==> src/rtl/data_bus_arbiter_pkg.sv <==
// Shared types and constants for the data_bus_arbiter block.
package data_bus_arbiter_pkg;

  typedef enum logic [1:0] {
    RESET_HOLD = 2'd0,
    IDLE       = 2'd1,
    STROBE     = 2'd2,
    GAP        = 2'd3
  } state_e;

  localparam int NUM_REQ_DEF      = 3;
  localparam int WIDTH_DEF        = 8;
  localparam int RESET_CYCLES_DEF = 16;
  localparam int HOLD_CYCLES_DEF  = 4;

  // Bits needed to count 0 .. max_count-1, never less than one.
  function automatic int cnt_width(input int max_count);
    return (max_count > 1) ? $clog2(max_count) : 1;
  endfunction

endpackage

==> src/rtl/data_bus_arbiter_rr.sv <==
// Round-robin request selector with its pointer register.
// DATA_BUS_ARBITER_FIXED_PRIORITY_EN: lowest index always wins, no pointer.
module rr_arbiter
  import data_bus_arbiter_pkg::*;
#(
  parameter int NUM_REQ_P = NUM_REQ_DEF
) (
  input  logic                             clk,
  input  logic                             rst,
  input  logic [NUM_REQ_P-1:0]             req,
  input  logic                             advance,
  input  logic [cnt_width(NUM_REQ_P)-1:0]  winner,
  output logic [NUM_REQ_P-1:0]             grant
);

  localparam int IDX_W = cnt_width(NUM_REQ_P);
  localparam logic [NUM_REQ_P-1:0] ONE = NUM_REQ_P'(1);

`ifdef DATA_BUS_ARBITER_FIXED_PRIORITY_EN
  logic unused_sink;
  assign unused_sink = ^{clk, rst, advance, winner};

  always_comb begin
    grant = '0;
    for (int k = NUM_REQ_P - 1; k >= 0; k--) begin
      if (req[k]) grant = ONE << k;
    end
  end
`else
  logic [IDX_W-1:0]       ptr;
  logic [2*NUM_REQ_P-1:0] req_dbl;
  int                     sum;

  // Doubling the vector makes the wrap-around search a plain priority scan.
  assign req_dbl = {req, req} >> ptr;

  always_comb begin
    grant = '0;
    sum   = 0;
    for (int k = NUM_REQ_P - 1; k >= 0; k--) begin
      if (req_dbl[k]) begin
        sum = int'(ptr) + k;
        if (sum >= NUM_REQ_P) sum = sum - NUM_REQ_P;
        grant = ONE << sum;
      end
    end
  end

  always_ff @(posedge clk or posedge rst) begin
    if (rst) begin
      ptr <= '0;
    end else if (advance) begin
      ptr <= (winner == IDX_W'(NUM_REQ_P - 1)) ? '0 : winner + 1'b1;
    end
  end
`endif

endmodule

==> src/rtl/data_bus_arbiter.sv <==
// Shares one byte-wide strobe bus among requesters with a post-reset hold and per-byte gap.
// DATA_BUS_ARBITER_FIXED_PRIORITY_EN selects fixed priority instead of round-robin.
module data_bus_arbiter
  import data_bus_arbiter_pkg::*;
#(
  parameter int NUM_REQ_P      = NUM_REQ_DEF,
  parameter int WIDTH_P        = WIDTH_DEF,
  parameter int RESET_CYCLES_P = RESET_CYCLES_DEF,
  parameter int HOLD_CYCLES_P  = HOLD_CYCLES_DEF
) (
  input  logic                         clk_i,
  input  logic                         reset_i,
  input  logic [NUM_REQ_P-1:0]         valid_i,
  input  logic [NUM_REQ_P*WIDTH_P-1:0] data_i,
  output logic [NUM_REQ_P-1:0]         ready_o,
  output logic [WIDTH_P-1:0]           data_o,
  output logic                         enable_o,
  output logic                         reset_o,
  output logic [NUM_REQ_P-1:0]         grant_o,
  output logic                         busy_o
);

  localparam int IDX_W    = cnt_width(NUM_REQ_P);
  localparam int CNT_W    = cnt_width((RESET_CYCLES_P > HOLD_CYCLES_P) ? RESET_CYCLES_P : HOLD_CYCLES_P);
  localparam int GAP_LAST = (HOLD_CYCLES_P > 1) ? HOLD_CYCLES_P - 2 : 0;

  state_e               state, state_nxt;
  logic [CNT_W-1:0]     cnt;
  logic [NUM_REQ_P-1:0] arb_grant;
  logic [IDX_W-1:0]     winner;
  logic [WIDTH_P-1:0]   win_dat;
  logic                 xfer;

  rr_arbiter #(.NUM_REQ_P(NUM_REQ_P)) u_rr (
    .clk     (clk_i),
    .rst     (reset_i),
    .req     (valid_i),
    .advance (xfer),
    .winner  (winner),
    .grant   (arb_grant)
  );

  assign xfer = (state == IDLE) && (|arb_grant);

  always_comb begin
    winner  = '0;
    win_dat = '0;
    for (int k = 0; k < NUM_REQ_P; k++) begin
      if (arb_grant[k]) begin
        winner  = IDX_W'(k);
        win_dat = data_i[k*WIDTH_P +: WIDTH_P];
      end
    end
  end

  always_ff @(posedge clk_i or posedge reset_i) begin
    if (reset_i) begin
      state   <= RESET_HOLD;
      cnt     <= '0;
      data_o  <= '0;
      grant_o <= '0;
    end else begin
      state <= state_nxt;
      cnt   <= (state_nxt == state && (state == RESET_HOLD || state == GAP)) ? cnt + 1'b1 : '0;
      if (xfer) begin
        data_o  <= win_dat;
        grant_o <= arb_grant;
      end else if (state_nxt == IDLE) begin
        grant_o <= '0;
      end
    end
  end

  always_comb begin
    state_nxt = state;
    case (state)
      RESET_HOLD: if (cnt == CNT_W'(RESET_CYCLES_P - 1)) state_nxt = IDLE;
      IDLE:       if (xfer) state_nxt = STROBE;
      STROBE:     state_nxt = (HOLD_CYCLES_P == 1) ? IDLE : GAP;
      GAP:        if (cnt == CNT_W'(GAP_LAST)) state_nxt = IDLE;
      default:    state_nxt = RESET_HOLD;
    endcase
  end

  always_comb begin
    ready_o  = (state == IDLE) ? arb_grant : '0;
    enable_o = (state == STROBE);
    reset_o  = (state == RESET_HOLD);
    busy_o   = (state != IDLE);
  end

`ifndef SYNTHESIS
  // A pending request must hold both valid and data until it is accepted.
  for (genvar g = 0; g < NUM_REQ_P; g++) begin : g_req_rule
    a_req_hold: assert property (@(posedge clk_i) disable iff (reset_i)
      (valid_i[g] && !ready_o[g]) |=> (valid_i[g] && $stable(data_i[g*WIDTH_P +: WIDTH_P])));
  end
`endif

endmodule

==> config.mk <==
export PLATFORM = sky130hd
export DESIGN_NAME = data_bus_arbiter
export DESIGN_NICKNAME = d
export VERILOG_FILES = /design/src/rtl/data_bus_arbiter_pkg.sv /design/src/rtl/data_bus_arbiter_rr.sv /design/src/rtl/data_bus_arbiter.sv
export SDC_FILE = /design/constraint.sdc
export NUM_CORES = 1
export LEC_CHECK = 0
export CORE_AREA = 10 10 68 70
export DETAILED_ROUTE_END_ITERATION = 8
export DIE_AREA = 0 0 78 80
export GPL_TIMING_DRIVEN = 0
export PLACE_DENSITY = 0.81
export SLEW_MARGIN = 20
export SYNTH_ARGS = -nofsm -noshare
export SYNTH_HDL_FRONTEND = slang
export SYNTH_HIERARCHICAL = 1
export SYNTH_SLANG_ARGS = --single-unit
export TNS_END_PERCENT = 50
==> constraint.sdc <==
create_clock -name clk_i -period 2.6 [get_ports clk_i]
set_input_delay 0.52 -clock clk_i [delete_from_list [all_inputs] [get_ports clk_i]]
set_output_delay 0.52 -clock clk_i [all_outputs]
set_load 0.02 [all_outputs]
==> flow_metrics.env, run 1 <==
export IMPL_violations="negative setup slack"
export IMPL_synth_edf_count=0
export IMPL_path_max_fanout=9
export IMPL_ys_seq_area_share_pct=32.8
export IMPL_first_global_vias=1476
export IMPL_power_density_mw_per_mm2=1410
export IMPL_maxSlewHeadroom_pct=56.0
export IMPL_synth_seq_cells=19
export IMPL_setup_violations=2
export IMPL_yosys_area_top_type="dfrtp_1"
export IMPL_antennaDiodeCount=0
export IMPL_num_vias=1406
export IMPL_io_buffers=45
export IMPL_dp_hpwl_mm=3.11
export IMPL_synth_fa_ha_area_share_pct=8.64
export IMPL_finalSetupTns_ns=-0.0460
export IMPL_post_route_min_period_ns=2.63
export IMPL_r2r_cells=10
export IMPL_syn_nets=195
export IMPL_yosysUniqueCellTypes=44
export IMPL_synth_cell_area_mm2=0.00145
export IMPL_worstPathRequired_ns=2.08
export IMPL_place_area_mm2=0.00196
export IMPL_dr_pass1_iters=4
export IMPL_final_area_mm2=0.00225
export IMPL_rsz0062_at_grt="yes"
export IMPL_grt_use_met3_pct=4.28
export IMPL_antenna_found_initial=0
export IMPL_cp_end_kind="primary output"
export IMPL_gr_usage_met1_pct=15.3
export IMPL_synth_flop_cell="dfrtp_1"
export IMPL_synth_compound_area_share_pct=21.1
export IMPL_cts_root_buf="clkbuf_4"
export IMPL_drv_cap=0
export IMPL_grt_pass1_wl_mm=7.15
export IMPL_status="finished, violations left"
export IMPL_viasPerCell=5.31
export IMPL_timing_fmax_mhz=380
export IMPL_grt_util_met2_pct=26.0
export IMPL_avgRoutedWirePerCell_um=16.9
export IMPL_hold_slack_ns=0.369
export IMPL_pin_count=46
export IMPL_gp_congestion=0.933
export IMPL_fin_ws_ns=-0.0309
export IMPL_arrival_ns=2.11
export IMPL_area_growth_pct=55.6
export IMPL_power_mw=3.17
export IMPL_synth_area_leaders="dfrtp_1 (33%), ha_1 (8.6%), a221oi_1 (4.2%), nor2b_1 (3.9%), nand2_1 (3.6%)"
export IMPL_clkTransAtPathRegs_ns=0.12
export IMPL_dieArea_mm2=0.00624
export IMPL_synth_top_family_by_area="simple AND/OR/NAND/NOR gates"
export IMPL_yosys_area_share_simple_pct=25.8
export IMPL_die_h_um=80
export IMPL_r2r_start="u_rr/ptr[0]"
export IMPL_yosysWarningCount=6
export IMPL_worstMarginPinSlew_ns=0.660
export IMPL_clk_latency_ns=0.31
export IMPL_htreeDepth=1
export IMPL_n_fill_cell=262
export IMPL_min_delay_path_class="in2async"
export IMPL_multi_input_area_mm2=0.00102
export IMPL_cts_buffer_depth=2
export IMPL_die_w_um=78
export IMPL_place_inst=247
export IMPL_p_leak_nw=0.962
export IMPL_start_kind="register"
export IMPL_muxShareOfSynthArea_pct=3.63
export IMPL_stdcell_count=265
export IMPL_clock_sinks=19
export IMPL_ir_worst_vdd_mv=0.812
export IMPL_initial_core_util_pct=44.1
export IMPL_regToRegEndpoint="cnt[0]"
export IMPL_grt_max_degree=18
export IMPL_ant_nets=0
export IMPL_fin_worst_skew_ns=0.0115
export IMPL_synth_top_area_share_pct=32.8
export IMPL_cts_tree="done"
export IMPL_drt_iter0_markers=47
export IMPL_syn_avg_cell_area_um2=9.29
export IMPL_rows=21
export IMPL_finalNetCount=259
export IMPL_slew_violations=0
export IMPL_r2r_slack_ns=0
export IMPL_core_region_area_mm2=0.00328
export IMPL_fin_crit_sh_pct=101
export IMPL_grt_overflow=0
export IMPL_cts_hold_buf=0
export IMPL_synthCells=156
export IMPL_synth_xor_area_share_pct=1.21
export IMPL_routed_wl_mm=4.47
export IMPL_hold_viol_final=0
export IMPL_drc=0
export IMPL_gr_usage_all_layers_pct=14.1
export IMPL_postSynth_asyncResetShare_pct=100
export IMPL_numCtsBuffers=3
export IMPL_seq_area_um2=477
export IMPL_drive_gt1_share_pct=26.0
export IMPL_critPathKind="reg2out"
export IMPL_busiest_layer="met2"
cell families after synthesis:
| logic type | Yosys count |
|---|---|
| adder cells (fa/ha/maj) | 10 |
| AND/OR/NAND/NOR | 58 |
| multiplexers | 5 |
| flip-flops | 19 |
| AO/OA/AOI/OAI | 41 |
| buffers and inverters | 21 |
| XOR/XNOR | 2 |
cell type report:
| type | instances | share of cell area (%) |
|---|---|---|
| Timing Repair Buffer | 59 | 24.5 |
| Clock buffer | 3 | 0.999 |
| Sequential cell | 19 | 21.1 |
| Buffer | 8 | 3.05 |
| Multi-Input combinational cell | 116 | 45.2 |
| Clock inverter | 1 | 0.222 |
| Tap cell | 46 | 2.55 |
| Inverter | 13 | 2.28 |
worst max-delay path by stage:
stage | startpoint | end | slack [ns] | cells after the start
floorplan | u_rr/ptr[0] | ready_o[1] | 0.06 | 8
finish | u_rr/ptr[0] | ready_o[2] | -0.03 | 7
global route | u_rr/ptr[0] | cnt[0] | -0.14 | 10
detailed placement | valid_i[2] | ready_o[1] | -1.14 | 7
global placement | valid_i[2] | ready_o[1] | -1.10 | 7
CTS | valid_i[2] | ready_o[2] | -0.03 | 8
layer usage:
layer | up-vias | routed length [µm]
li1 | 703 | -
met1 | 668 | 1740
met2 | 29 | 2490
met3 | 6 | 194
met4 | 0 | 41
met5 | - | 0
critical path, stage by stage (launching register included):
cell and delay, ns:
dfrtp_1 0.41, buf_6 0.15, and4b_2 0.27, o41ai_4 0.38, a32oi_2 0.19, buf_6 0.15, and2_4 0.13, buf_6 0.12
cells in the mapped netlist (all sizes together) (4+ instances only):
master and n:
nand4 4, ha 10, nand3 4, a221oi 7, o21ai 4, a21oi 4, nand2b 5, and2 6
o31ai 8, inv 13, nand2 14, buf 6, nor2b 9, nor4 6, dfrtp 19
cell usage in the layout, fill, tap and decap left out, types with 3 or more instances in the layout:
cell             netlist  routed
clkdlybuf4s50_1        0      39
dfrtp_1               19      18
buf_4                  0      14
nand2_1               14      14
inv_1                 10      10
nor2b_1                9       9
buf_6                  2       8
ha_1                  10       8
a221oi_1               7       7
o31ai_1                7       7
nand4_1                4       4
and2_1                 6       4
a21oi_1                4       4
nand2b_1               5       4
nor4_2                 1       4
nand3_1                4       4
o21ai_1                2       3
a31oi_1                3       3
clkbuf_4               0       3
a32oi_2                0       3
per-stage QoR:
| step | util, % | worst slack [ns] |
|---|---|---|
| floorplan | - | 0.0632 |
| global placement | 59.6 | -1.10 |
| detailed placement | 59.6 | -1.14 |
| CTS | 64.9 | -0.0277 |
| global route | 68.6 | -0.137 |
| finish | 68.6 | -0.0309 |
flip-flops by register name, summed over array words and instances (netlist names):
signal / cells
cnt: 4
data_o: 8
u_rr/ptr: 2
grant_o: 3
state: 2
power breakdown:
| part | internal (mW) | switching (mW) | leakage, nW |
|---|---|---|---|
| clock network | 0.0575 | 0.0960 | 0.0177 |
| logic | 1.17 | 1.32 | 0.704 |
| registers | 0.432 | 0.0963 | 0.240 |
| total | 1.66 | 1.51 | 0.962 |
repair_timing:
action | in CTS | in global routing
cloned | 0 | 0
hold endpoints to repair | 0 | 0
resized for setup | 34 | 22
buffers inserted | 9 | 6
endpoints found under the setup margin | 21 | 21
pin swaps | 6 | 13
No activity file was read; power rests on OpenSTA's default activity.
==> inputs of run 2 (changes only) <==
--- a/config.mk
+++ b/config.mk
@@ -5,11 +5,12 @@
 export SDC_FILE = /design/constraint.sdc
 export NUM_CORES = 1
 export LEC_CHECK = 0
-export CORE_AREA = 10 10 68 70
+export CORE_AREA = 2 2 60 62
 export DETAILED_ROUTE_END_ITERATION = 8
-export DIE_AREA = 0 0 78 80
+export DIE_AREA = 0 0 62 64
 export GPL_TIMING_DRIVEN = 0
 export PLACE_DENSITY = 0.81
+export SKIP_CTS_REPAIR_TIMING = 1
 export SLEW_MARGIN = 20
 export SYNTH_ARGS = -nofsm -noshare
 export SYNTH_HDL_FRONTEND = slang
==> constraint.sdc (replaced) <==
create_clock -name clk_i -period 3 [get_ports clk_i]
set_input_delay 0.6 -clock clk_i [delete_from_list [all_inputs] [get_ports clk_i]]
set_output_delay 0.6 -clock clk_i [all_outputs]
set_load 0.02 [all_outputs]
==> run 2 against run 1 <==
The flow now finishes without violations. Clock-buffer cell count is the same. Critical path depth grew 2. Register-to-register slack gained 0.28 ns. Largest cell class unchanged. Combinational power shrank 27%. Sequential power shrank 14%. Sequential cell count is the same.
==> flow_metrics.env, run 2 (synthesized netlist as in run 1, its figures left out) <==
export IMPL_hold_slack_ns=0.452
export IMPL_rows=21
export IMPL_routed_wl_mm=3.70
export IMPL_dieArea_mm2=0.00397
export IMPL_cpMaxStageDelayCell="dfrtp_1"
export IMPL_crit_chain="buf_6, inv_2, ha_1, nand2b_1, a22oi_1, a32oi_2, buf_6, and2_1, clkbuf_2"
export IMPL_maxSlewHeadroom_pct=57.2
export IMPL_pre_cts_ws_ns=-0.892
export IMPL_die_w_um=62
export IMPL_largest_reg_flops=8
export IMPL_cts_root_buf="clkbuf_4"
export IMPL_busiest_layer="met2"
export IMPL_num_vias=1378
export IMPL_gr_usage_all_layers_pct=18.4
export IMPL_avgRoutedWirePerCell_um=14.4
export IMPL_slowest_delay_ns=0.38
export IMPL_dr_pass1_iters=4
export IMPL_finalNetCount=251
export IMPL_antennaDiodeCount=0
export IMPL_grt_max_degree=18
export IMPL_grt_overflow=0
export IMPL_power_density_mw_per_mm2=1150
export IMPL_grt_pass1_wl_mm=5.46
export IMPL_path_max_fanout=10
export IMPL_clock_sinks=19
export IMPL_crit_start="u_rr/ptr[0]"
export IMPL_path_common_cell="buf_6"
export IMPL_final_cell_mix="clkdlybuf4s50_1 (39), dfrtp_1 (19), nand2_1 (14), inv_1 (10), ha_1 (10)"
export IMPL_grt_use_met3_pct=4.25
export IMPL_core_region_area_mm2=0.00328
export IMPL_fin_worst_skew_ns=0.00145
export IMPL_drive_gt1_share_pct=16.1
export IMPL_ir_worst_vdd_mv=0.732
export IMPL_numCtsBuffers=3
export IMPL_cp_end_kind="primary output"
export IMPL_start_kind="register"
export IMPL_critPathKind="reg2out"
export IMPL_timing_fmax_mhz=342
export IMPL_antenna_found_initial=0
export IMPL_die_h_um=64
export IMPL_post_route_min_period_ns=2.93
export IMPL_r2r_start="u_rr/ptr[0]"
export IMPL_worstMarginPinSlew_ns=0.642
export IMPL_cts_buffer_depth=2
export IMPL_dp_hpwl_mm=2.69
export IMPL_hold_viol_final=0
export IMPL_drt_iter0_markers=69
export IMPL_cts_tree="done"
export IMPL_final_common_cell="clkdlybuf4s50_1"
export IMPL_worstPathRequired_ns=2.40
export IMPL_clk_latency_ns=0.31
export IMPL_gp_congestion=0.903
export IMPL_gr_usage_met1_pct=23.6
export IMPL_drc=0
export IMPL_p_leak_nw=0.934
export IMPL_r2r_cells=12
export IMPL_grt_util_met2_pct=28.6
export IMPL_first_global_vias=1204
export IMPL_status="complete, no violations"
export IMPL_viasPerCell=5.36
export IMPL_fin_crit_sh_pct=97.6
export IMPL_area_growth_pct=45.3
export IMPL_htreeDepth=1
export IMPL_fin_ws_ns=0.0724
export IMPL_slew_violations=0
export IMPL_drv_cap=0
export IMPL_power_mw=2.42
export IMPL_min_delay_path_class="in2async"
export IMPL_place_area_mm2=0.00196
export IMPL_reg_largest_list="data_o (8), cnt (4), grant_o (3)"
export IMPL_clkTransAtPathRegs_ns=0.12
export IMPL_pin_count=46
export IMPL_regMostFlops="data_o"
export IMPL_initial_core_util_pct=44.1
export IMPL_ant_nets=0
export IMPL_io_buffers=45
export IMPL_arrival_ns=2.33
export IMPL_setup_violations=0
export IMPL_final_area_mm2=0.00211
[run 2: cell count changes in the layout (fill, tap and decap cells not counted), moves of 2 or more]
cell            before  now
a22oi_1              1    3
a22oi_2              2    0
and2_1               4    6
and2_4               2    0
buf_4               14    7
buf_6                8    3
dlygate4sd2_1        2    0
dlymetal6s2s_1       0    4
ha_1                 8   10
ha_4                 2    0
nor4_1               2    5
nor4_2               4    1
[run 2: where the power goes]
part           leakage (nW)  total (mW)  internal [mW]  switching (mW)
registers             0.241       0.452          0.373          0.0795
clock network        0.0139       0.141         0.0509          0.0900
logic                 0.679        1.82          0.822            1.00
total                 0.934        2.42           1.25            1.17
[run 2: metrics by stage]
step,instances,utilization [%],setup TNS [ns]
2_1_floorplan,156,-,0
5_1_grt,257,64.1,-0.0907
4_1_cts,251,60.5,-2.35
6_report,257,64.1,0
3_5_place_dp,247,59.6,-5.80
3_3_place_gp,247,59.6,-5.20
[run 2: final timing paths]
path,end,slack [ns]
max,ready_o[1],0.07
min,u_rr/ptr[0],0.45
max reg2reg,data_o[5],0.28
min reg2reg,data_o[7],0.49
max in group asynchronous,data_o[2],1.90
min in group clk_i,data_o[7],0.49
[run 2: critical path, delay by kind of cell, from the launching register on]
kind                       cells  cell delay (ns)
buffers and inverters          4             0.55
AOI/OAI and AO/OA              2             0.43
DFF                            1             0.38
and+or+nand+nor                2             0.31
adders and majority gates      1             0.35
[run 2: layout make-up]
type	count	area, µm²
repair buffers	51	495
plain buffers	8	58.8
clock buffers	3	22.5
clock inverters	1	7.51
fillers	290	1180
inverters	13	48.8
multi-input cells	116	940
flip-flops and latches	19	475
well taps	46	57.6
[run 2: metal layers]
layer | part of all wire (%) | vias up
li1 | - | 692
met5 | 0 | -
met1 | 43 | 646
met2 | 51 | 34
met4 | 1.9 | 0
met3 | 3.7 | 6
==> inputs of run 3 (changes only) <==
--- a/config.mk
+++ b/config.mk
@@ -16,4 +16,4 @@
 export SYNTH_HDL_FRONTEND = slang
 export SYNTH_HIERARCHICAL = 1
 export SYNTH_SLANG_ARGS = --single-unit
-export TNS_END_PERCENT = 50
+export TNS_END_PERCENT = 30
==> results of run 3 <==
The final DEF is identical to that of run 2; final timing and power are the same.
